===== src/rtl/stopwatch_counter_if.sv =====
// stopwatch_counter_if: command pulses in, registered BCD display and status out
interface stopwatch_counter_if;
   logic       start_stop, clear, lap;
   logic [3:0] cs_ones, cs_tens, s_ones, s_tens, m_ones, m_tens;
   logic       running, lap_active;
   modport master (output start_stop, clear, lap,
                   input cs_ones, cs_tens, s_ones, s_tens, m_ones, m_tens, running, lap_active);
   modport slave (input start_stop, clear, lap,
                  output cs_ones, cs_tens, s_ones, s_tens, m_ones, m_tens, running, lap_active);
endinterface


===== src/rtl/stopwatch_counter.sv =====
// stopwatch_counter: 100 Hz MM:SS.cc BCD stopwatch core with run/pause/clear/lap control
module stopwatch_counter #(
   parameter int CLK_HZ  = 50_000_000,
   parameter int TICK_HZ = 100
) (
   input logic clk,
   input logic rst,
   stopwatch_counter_if.slave sw
);
   localparam int DIV = CLK_HZ / TICK_HZ;
   localparam int PW = (DIV > 1) ? $clog2(DIV) : 1;
   // wrap value per digit, index 0 = cs_ones ... 5 = m_tens
   localparam logic [3:0] LIM [6] = '{4'd9, 4'd9, 4'd9, 4'd5, 4'd9, 4'd5};
   typedef enum logic [1:0] {IDLE, RUN, PAUSE, LAP} state_t;
   state_t        state, nxt;
   logic [PW-1:0] pre, pre_n;
   logic [3:0]    live [6], live_n [6], snap [6], snap_n [6], disp [6], disp_n [6];
   logic          counting, tick, run_q, lap_q;
   always_comb begin
      logic c;
      counting = state == RUN || state == LAP;
      tick = counting && pre == PW'(DIV - 1);
      case (state)
         IDLE:    nxt = sw.start_stop ? RUN : IDLE;
         RUN:     nxt = sw.start_stop ? PAUSE : sw.lap ? LAP : RUN;
         LAP:     nxt = sw.start_stop ? PAUSE : sw.lap ? RUN : LAP;
         default: nxt = sw.clear ? IDLE : sw.start_stop ? RUN : PAUSE;
      endcase
      pre_n = (nxt == IDLE || tick) ? '0 : counting ? pre + 1'b1 : pre;
      c = tick;
      for (int i = 0; i < 6; i++) begin
         live_n[i] = (nxt == IDLE) ? 4'd0 : c ? (live[i] == LIM[i] ? 4'd0 : live[i] + 4'd1) : live[i];
         c = c && live[i] == LIM[i];
         // snapshot takes the pre-tick value on entry to LAP
         snap_n[i] = (state == RUN && nxt == LAP) ? live[i] : snap[i];
         disp_n[i] = (nxt == LAP) ? snap_n[i] : live_n[i];
      end
   end
   always_ff @(posedge clk) begin
      if (rst) begin
         state <= IDLE;
         pre <= '0;
         live <= '{default: 4'd0};
         snap <= '{default: 4'd0};
         disp <= '{default: 4'd0};
         run_q <= 1'b0;
         lap_q <= 1'b0;
      end else begin
         state <= nxt;
         pre <= pre_n;
         live <= live_n;
         snap <= snap_n;
         disp <= disp_n;
         run_q <= nxt == RUN || nxt == LAP;
         lap_q <= nxt == LAP;
      end
   end
   assign sw.cs_ones = disp[0];
   assign sw.cs_tens = disp[1];
   assign sw.s_ones = disp[2];
   assign sw.s_tens = disp[3];
   assign sw.m_ones = disp[4];
   assign sw.m_tens = disp[5];
   assign sw.running = run_q;
   assign sw.lap_active = lap_q;
endmodule


===== src/flat_wrapper.sv =====
// flat-port wrapper written by rule: the top's interface ports become plain ports
module stopwatch_counter_flat 
#(
   parameter int CLK_HZ  = 50_000_000,
   parameter int TICK_HZ = 100
)
  (clk, rst, sw_start_stop, sw_clear, sw_lap, sw_cs_ones, sw_cs_tens, sw_s_ones, sw_s_tens, sw_m_ones, sw_m_tens, sw_running, sw_lap_active);
  stopwatch_counter_if sw_i ();
  input logic clk;
  input logic rst;
  input wire logic [$bits(sw_i.start_stop)-1:0] sw_start_stop;
  input wire logic [$bits(sw_i.clear)-1:0] sw_clear;
  input wire logic [$bits(sw_i.lap)-1:0] sw_lap;
  output wire logic [$bits(sw_i.cs_ones)-1:0] sw_cs_ones;
  output wire logic [$bits(sw_i.cs_tens)-1:0] sw_cs_tens;
  output wire logic [$bits(sw_i.s_ones)-1:0] sw_s_ones;
  output wire logic [$bits(sw_i.s_tens)-1:0] sw_s_tens;
  output wire logic [$bits(sw_i.m_ones)-1:0] sw_m_ones;
  output wire logic [$bits(sw_i.m_tens)-1:0] sw_m_tens;
  output wire logic [$bits(sw_i.running)-1:0] sw_running;
  output wire logic [$bits(sw_i.lap_active)-1:0] sw_lap_active;
  assign sw_i.start_stop = sw_start_stop;
  assign sw_i.clear = sw_clear;
  assign sw_i.lap = sw_lap;
  assign sw_cs_ones = sw_i.cs_ones;
  assign sw_cs_tens = sw_i.cs_tens;
  assign sw_s_ones = sw_i.s_ones;
  assign sw_s_tens = sw_i.s_tens;
  assign sw_m_ones = sw_i.m_ones;
  assign sw_m_tens = sw_i.m_tens;
  assign sw_running = sw_i.running;
  assign sw_lap_active = sw_i.lap_active;
  stopwatch_counter #(.CLK_HZ(CLK_HZ), .TICK_HZ(TICK_HZ)) u_core (.clk(clk), .rst(rst), .sw(sw_i));
endmodule

===== config.mk =====
export PLATFORM = sky130hd
export DESIGN_NAME = stopwatch_counter_flat
export DESIGN_NICKNAME = d
export VERILOG_FILES = /design/src/rtl/stopwatch_counter_if.sv /design/src/rtl/stopwatch_counter.sv /design/src/flat_wrapper.sv
export SDC_FILE = /design/constraint.sdc
export NUM_CORES = 1
export LEC_CHECK = 0
export BUFFER_PORTS_ARGS = -buffer_cell sky130_fd_sc_hd__buf_2
export CAP_MARGIN = 20
export CORE_MARGIN = 3
export CORE_UTILIZATION = 30
export CTS_CLUSTER_SIZE = 12
export DETAILED_ROUTE_END_ITERATION = 10
export SYNTH_ARGS = -nofsm -noshare
export SYNTH_HDL_FRONTEND = slang
export SYNTH_SLANG_ARGS = --single-unit

===== constraint.sdc =====
create_clock -name clk -period 2.2 [get_ports clk]
set_clock_uncertainty 0.2 [all_clocks]
set_input_delay 0.33 -clock clk [delete_from_list [all_inputs] [get_ports clk]]
set_output_delay 0.33 -clock clk [all_outputs]
set_load 0.1 [all_outputs]

; ---- Word level (Yosys, flattened, before mapping)
; Index checks and enable logic that the tools add are counted.
[classes]
addsub = 7
n_eq_ne = 11
n_mux = 38
reduce_logical = 13
[ops]
columns = cell, count
row1 = $mux 4, 30
row2 = $add 4x1->4 const B, 6
row3 = $add 19x1->19 const B, 1
row4 = $eq 19x19->1 const B, 1
row5 = $eq 4x4->1 const B, 4
row6 = $mux 2, 6
row7 = $eq 4x3->1 const B, 2
row8 = $logic_and 1x1->1, 7
row9 = $pmux 2 s3, 1
row10 = $eq 2x1->1 const B, 2
row11 = $eq 2x2->1 const B, 2
row12 = $logic_not 2->1, 2
row13 = $logic_or 1x1->1, 3
row14 = $reduce_or 2->1, 1
row15 = $mux 1, 1
[word_totals]
regBits = 95
inputBits = 5
output_inout_bits = 26
elab_cells = 91

; ---- Longest topological paths before layout
[depth]
ltp_word = 11
mapped_depth = 8
ltp_nobuf = 6

; ---- Least setup slack after synthesis
; Ideal clock, no wire load.
[synth_path]
path_type = flip-flop to flip-flop
startpoint = register, netlist name u_core.sw.running
endpoint = register u_core.live[13] (netlist name)
setup_ps = 65
t_arrival_ps = 2789
required_time_ps = 1935
setup_slack_ps = -854
stages_incl_launch_ff = 9
n_path_buf = 3
synth_period_minus_slack_ps = 3054
path_cell_list = dfxtp_1 -> buf_2 -> nand2_2 -> or4_4 -> buf_6 -> buf_6 -> nor3_1 -> mux2_2 -> nor2_1
[synth_lines]
columns = element, line
row1 = "end signal, assigned", stopwatch_counter.sv:51  ; live <= live_n;
row2 = "end, declared", stopwatch_counter.sv:17  ; logic [3:0] live [6], live_n [6], snap [6], snap_n [6], disp [6], disp_n [6];

; ---- Worst setup path in the final report
[layout_path]
startpoint = register u_core.pre[0]
endpoint = register u_core.disp, in the netlist u_core.sw.m_ones[1]
[layout_via]
elab_chain_cells = 9
[layout_rtl]
columns = element, line
row1 = "start, declared", stopwatch_counter.sv:16  ; logic [PW-1:0] pre, pre_n;
row2 = "start signal, assigned", stopwatch_counter.sv:50  ; pre <= pre_n;
row3 = $eq 19x19->1, stopwatch_counter.sv:22  ; tick = counting && pre == PW'(DIV - 1);
row4 = $logic_and 1x1->1, stopwatch_counter.sv:22
row5 = $logic_and 1x1->1 (4 in series), stopwatch_counter.sv:33  ; c = c && live[i] == LIM[i];
row6 = $mux 4 (2 in series), stopwatch_counter.sv:32  ; live_n[i] = (nxt == IDLE) ? 4'd0 : c ? (live[i] == LIM[i] ? 4'd0 : live[i] + 4'd1) : live[i];
row7 = $mux 4, stopwatch_counter.sv:36  ; disp_n[i] = (nxt == LAP) ? snap_n[i] : live_n[i];
row8 = "end signal, assigned", stopwatch_counter.sv:53  ; disp <= disp_n;
row9 = "end, declared", stopwatch_counter.sv:17
; No other way between the ends.
; A chain may end at the register's enable or synchronous reset.

==> results.json <==
{
  "syn_area_sq_um": 4240,
  "r2r_end": "u_core.sw.m_ones[1]",
  "path_cells": "ha_4, nand2_4, or4_4, buf_12, nor4_4, mux2i_2, a211oi_2",
  "rsz0062_at_grt": "yes",
  "htreeDepth": 3,
  "initial_core_util": 0.313,
  "fin_nets": 582,
  "setup_slack_ns": -0.0302,
  "cts.sinks": 94,
  "num_antenna_cells": 0,
  "synthFlopType": "dfxtp_1",
  "wl_per_cell_um": 15.0,
  "slowest_stage": "or4_4",
  "cts-hold-fix-buffers": 0,
  "cts.path.max_buffers": 2,
  "clk_latency_ns": 0.35,
  "clk_pin_slew_ns": 0.06,
  "crit_end": "u_core.sw.m_ones[1]",
  "grt_use_total": 0.150,
  "async_reset_ff_frac": 0,
  "yosys_register_bits": 94,
  "tritoncts": "yes",
  "path_class": "reg2reg",
  "slew_headroom": 0.635,
  "root_buffer": "clkbuf_16",
  "drv_slew": 0,
  "grt_pass1_vias": 3910,
  "cp.required_ns": 2.23,
  "rr_worst_depth": 7,
  "ioPinCount": 31,
  "ir_drop_uv": 483,
  "fmax_mhz": 448,
  "grt_max_degree": 20,
  "hold_path_startpoint": "rst",
  "synthCells": 494,
  "dpl_cell_area_sq_um": 5100,
  "avgViaCountPerCell": 5.10,
  "gp_congestion": 0.802,
  "critPathArrivalTime_ns": 2.26,
  "design_area_sq_um": 5540,
  "cap_viol_max_count": 0,
  "critPathBufInv": 1,
  "wl_um": 11400,
  "setup_viol": 3,
  "syn2layout_area_growth_pct": 30.6,
  "p_leak_nw": 2.23,
  "synth_cell_types": 59,
  "die_height_um": 125,
  "drive_gt1_frac": 0.289,
  "critical_path.top_delay_family": "simple AND/OR/NAND/NOR gates",
  "tns_ns": -0.0389,
  "port_buffers": 30,
  "yosysSeqAreaShare": 0.443,
  "synth_nets": 500,
  "synth_area_per_cell_sq_um": 8.59,
  "startpoint": "u_core.pre[0]",
  "cp-end-kind": "flip-flop",
  "die_w_um": 125,
  "fin_crit_sh": 1.01,
  "layout_commonest_cell": "dfxtp_1",
  "antenna_found_initial": 0,
  "drt_iter0_drc": 273,
  "outcome": "finished with violations",
  "tightest_slew_ns": 0.547,
  "nFillCells": 1351,
  "reg2reg_slack_ns": -0.03,
  "ant_nets": 0,
  "critPathMaxFanout": 10,
  "yosysWarningCount": 0,
  "failed_checks": "setup timing",
  "drc": 0,
  "cp_num_cells": 7,
  "final_cell_mix": "86 x dfxtp_1, 69 x buf_4, 64 x nand2_1",
  "critPathMaxStageDelay_ns": 0.51,
  "core-area_sq_um": 13600,
  "hold_violations": 0,
  "rows": 42,
  "critPathLaunchType": "flip-flop",
  "hpwl_um": 8050,
  "grt_pass1_wl_um": 19000,
  "p_per_area_nw_per_um2": 613,
  "die_area_sq_um": 15600,
  "numCtsBuffers": 9,
  "r2r-start": "u_core.pre[0]",
  "firstDrtPassIters": 5,
  "period_needed_ns": 2.23,
  "synth-edff-count": 0,
  "grt_overflow": 0,
  "hold_path.class": "in2reg",
  "vias": 3862
}
-- worst min path at each step --
stage | to | cells after the start | slack [ns]
finish | u_core.sw.running | 2 | 0.04
global route | u_core.sw.running | 2 | 0.04
CTS | u_core.sw.running | 2 | 0.008
detailed placement | u_core.snap[4] | 2 | 0.25
global placement | u_core.snap[15] | 2 | 0.25
floorplan | u_core.snap[10] | 2 | 0.24
-- worst register-to-register path: cells and delay by family (launching register included) --
kind | cells | cell delay [ns]
compound gates | 1 | 0.09
fa+ha+maj | 1 | 0.15
buf+inv | 1 | 0.17
flops | 1 | 0.35
mux | 1 | 0.31
simple gates | 3 | 0.84
-- cells by family (layout without fill, tap and decap cells) --
family                     after synthesis  in the layout  share of synthesized area
AOI/OAI and AO/OA                       88             88                      0.132
adders and majority gates                1              1                    0.00295
xor gates and xnor gates                29             29                     0.0598
muxes                                   11             11                     0.0265
buffers and inverters                   42            129                     0.0416
DFF                                     94             94                      0.443
and+or+nand+nor                        229            229                      0.293
-- registers in the layout (all words and copies together), names as in the netlist, 4 cells and up --
register           flops
u_core.sw.cs_ones      4
u_core.sw.s_ones       4
u_core.snap           24
u_core.pre            19
u_core.sw.s_tens       4
u_core.sw.cs_tens      4
u_core.live           24
u_core.sw.m_ones       4
u_core.sw.m_tens       4
-- stage by stage --
step | hold WS, ns | setup slack [ns] | power, W | util | std cells
floorplan | 0.235 | -0.134 | 0.00192 | - | 494
global placement | 0.245 | -0.0601 | 0.00200 | 0.376 | 734
detailed placement | 0.251 | -0.0824 | 0.00200 | 0.376 | 734
CTS | 0.00798 | -0.0217 | 0.00343 | 0.398 | 752
global route | 0.0409 | -0.108 | 0.00354 | 0.409 | 757
finish | 0.0362 | -0.0302 | 0.00340 | 0.409 | 757
-- cell type report --
| cell class | instances | area (sq um) | share of cell area |
|---|---|---|---|
| clock buffers | 15 | 258 | 0.0465 |
| clock inverters | 1 | 5.00 | 0.000903 |
| repair buffers | 103 | 748 | 0.135 |
| inverters | 10 | 37.5 | 0.00677 |
| multi-input cells | 358 | 2380 | 0.429 |
| well taps | 176 | 220 | 0.0397 |
| flip-flops and latches | 94 | 1890 | 0.342 |
-- where the power goes --
part	internal [W]	total, W	switching (W)
combinational	0.0000703	0.000253	0.000182
sequential	0.00171	0.00172	0.00000695
clock	0.000797	0.00142	0.000626
-- timing repair --
| item | CTS | global route |
|---|---|---|
| buffers inserted | 2 | 5 |
| hold endpoints to repair | 0 | 0 |
| pin swaps | 3 | 10 |
| setup endpoints to repair | 16 | 51 |
| gates resized for setup | 4 | 23 |
-- layer usage --
| layer | vias to the layer above | share of wire | global-route usage |
|---|---|---|---|
| met3 | 7 | 0.045 | 0.0439 |
| li1 | 1895 | - | - |
| met2 | 77 | 0.51 | 0.261 |
| met4 | 0 | 0.0070 | 0.0344 |
| met5 | - | 0 | 0 |
| met1 | 1883 | 0.44 | 0.184 |
-- synthesized netlist by cell type, types with 2 or more instances --
cell | count | area (sq um)
buf_6 | 2 | 22.5
a21oi_1 | 39 | 195
buf_2 | 3 | 15.0
nor2b_1 | 7 | 43.8
o31a_1 | 2 | 17.5
nor4bb_1 | 3 | 30.0
o211ai_1 | 2 | 15.0
nor4_2 | 3 | 37.5
nor2_1 | 59 | 221
o21a_1 | 2 | 15.0
a31oi_1 | 3 | 18.8
nand3_1 | 16 | 80.1
mux2i_1 | 9 | 90.1
nand4b_1 | 2 | 17.5
or4_4 | 2 | 22.5
xor2_1 | 17 | 149
a2bb2oi_1 | 2 | 17.5
inv_1 | 10 | 37.5
nor4b_2 | 2 | 30.0
a21o_1 | 2 | 15.0
clkbuf_1 | 23 | 86.3
nor3b_1 | 2 | 15.0
or2_2 | 2 | 12.5
nand2_1 | 65 | 244
xnor2_1 | 12 | 105
and2_1 | 7 | 43.8
and3_1 | 7 | 43.8
nand4_2 | 2 | 25.0
or4_1 | 2 | 15.0
o21ai_0 | 11 | 55.1
mux2_2 | 2 | 22.5
nand4bb_1 | 2 | 22.5
a2111oi_0 | 4 | 35.0
o221a_2 | 3 | 33.8
and4_1 | 4 | 35.0
o31ai_1 | 7 | 52.6
nor4_4 | 2 | 42.5
nor4_1 | 9 | 56.3
nor3_1 | 8 | 40.0
buf_1 | 4 | 15.0
nand4_1 | 10 | 62.6
nand2b_1 | 6 | 37.5
dfxtp_1 | 94 | 1880
a211oi_1 | 3 | 22.5
nand3b_1 | 2 | 15.0
No activity file was read; power rests on OpenSTA's default activity.
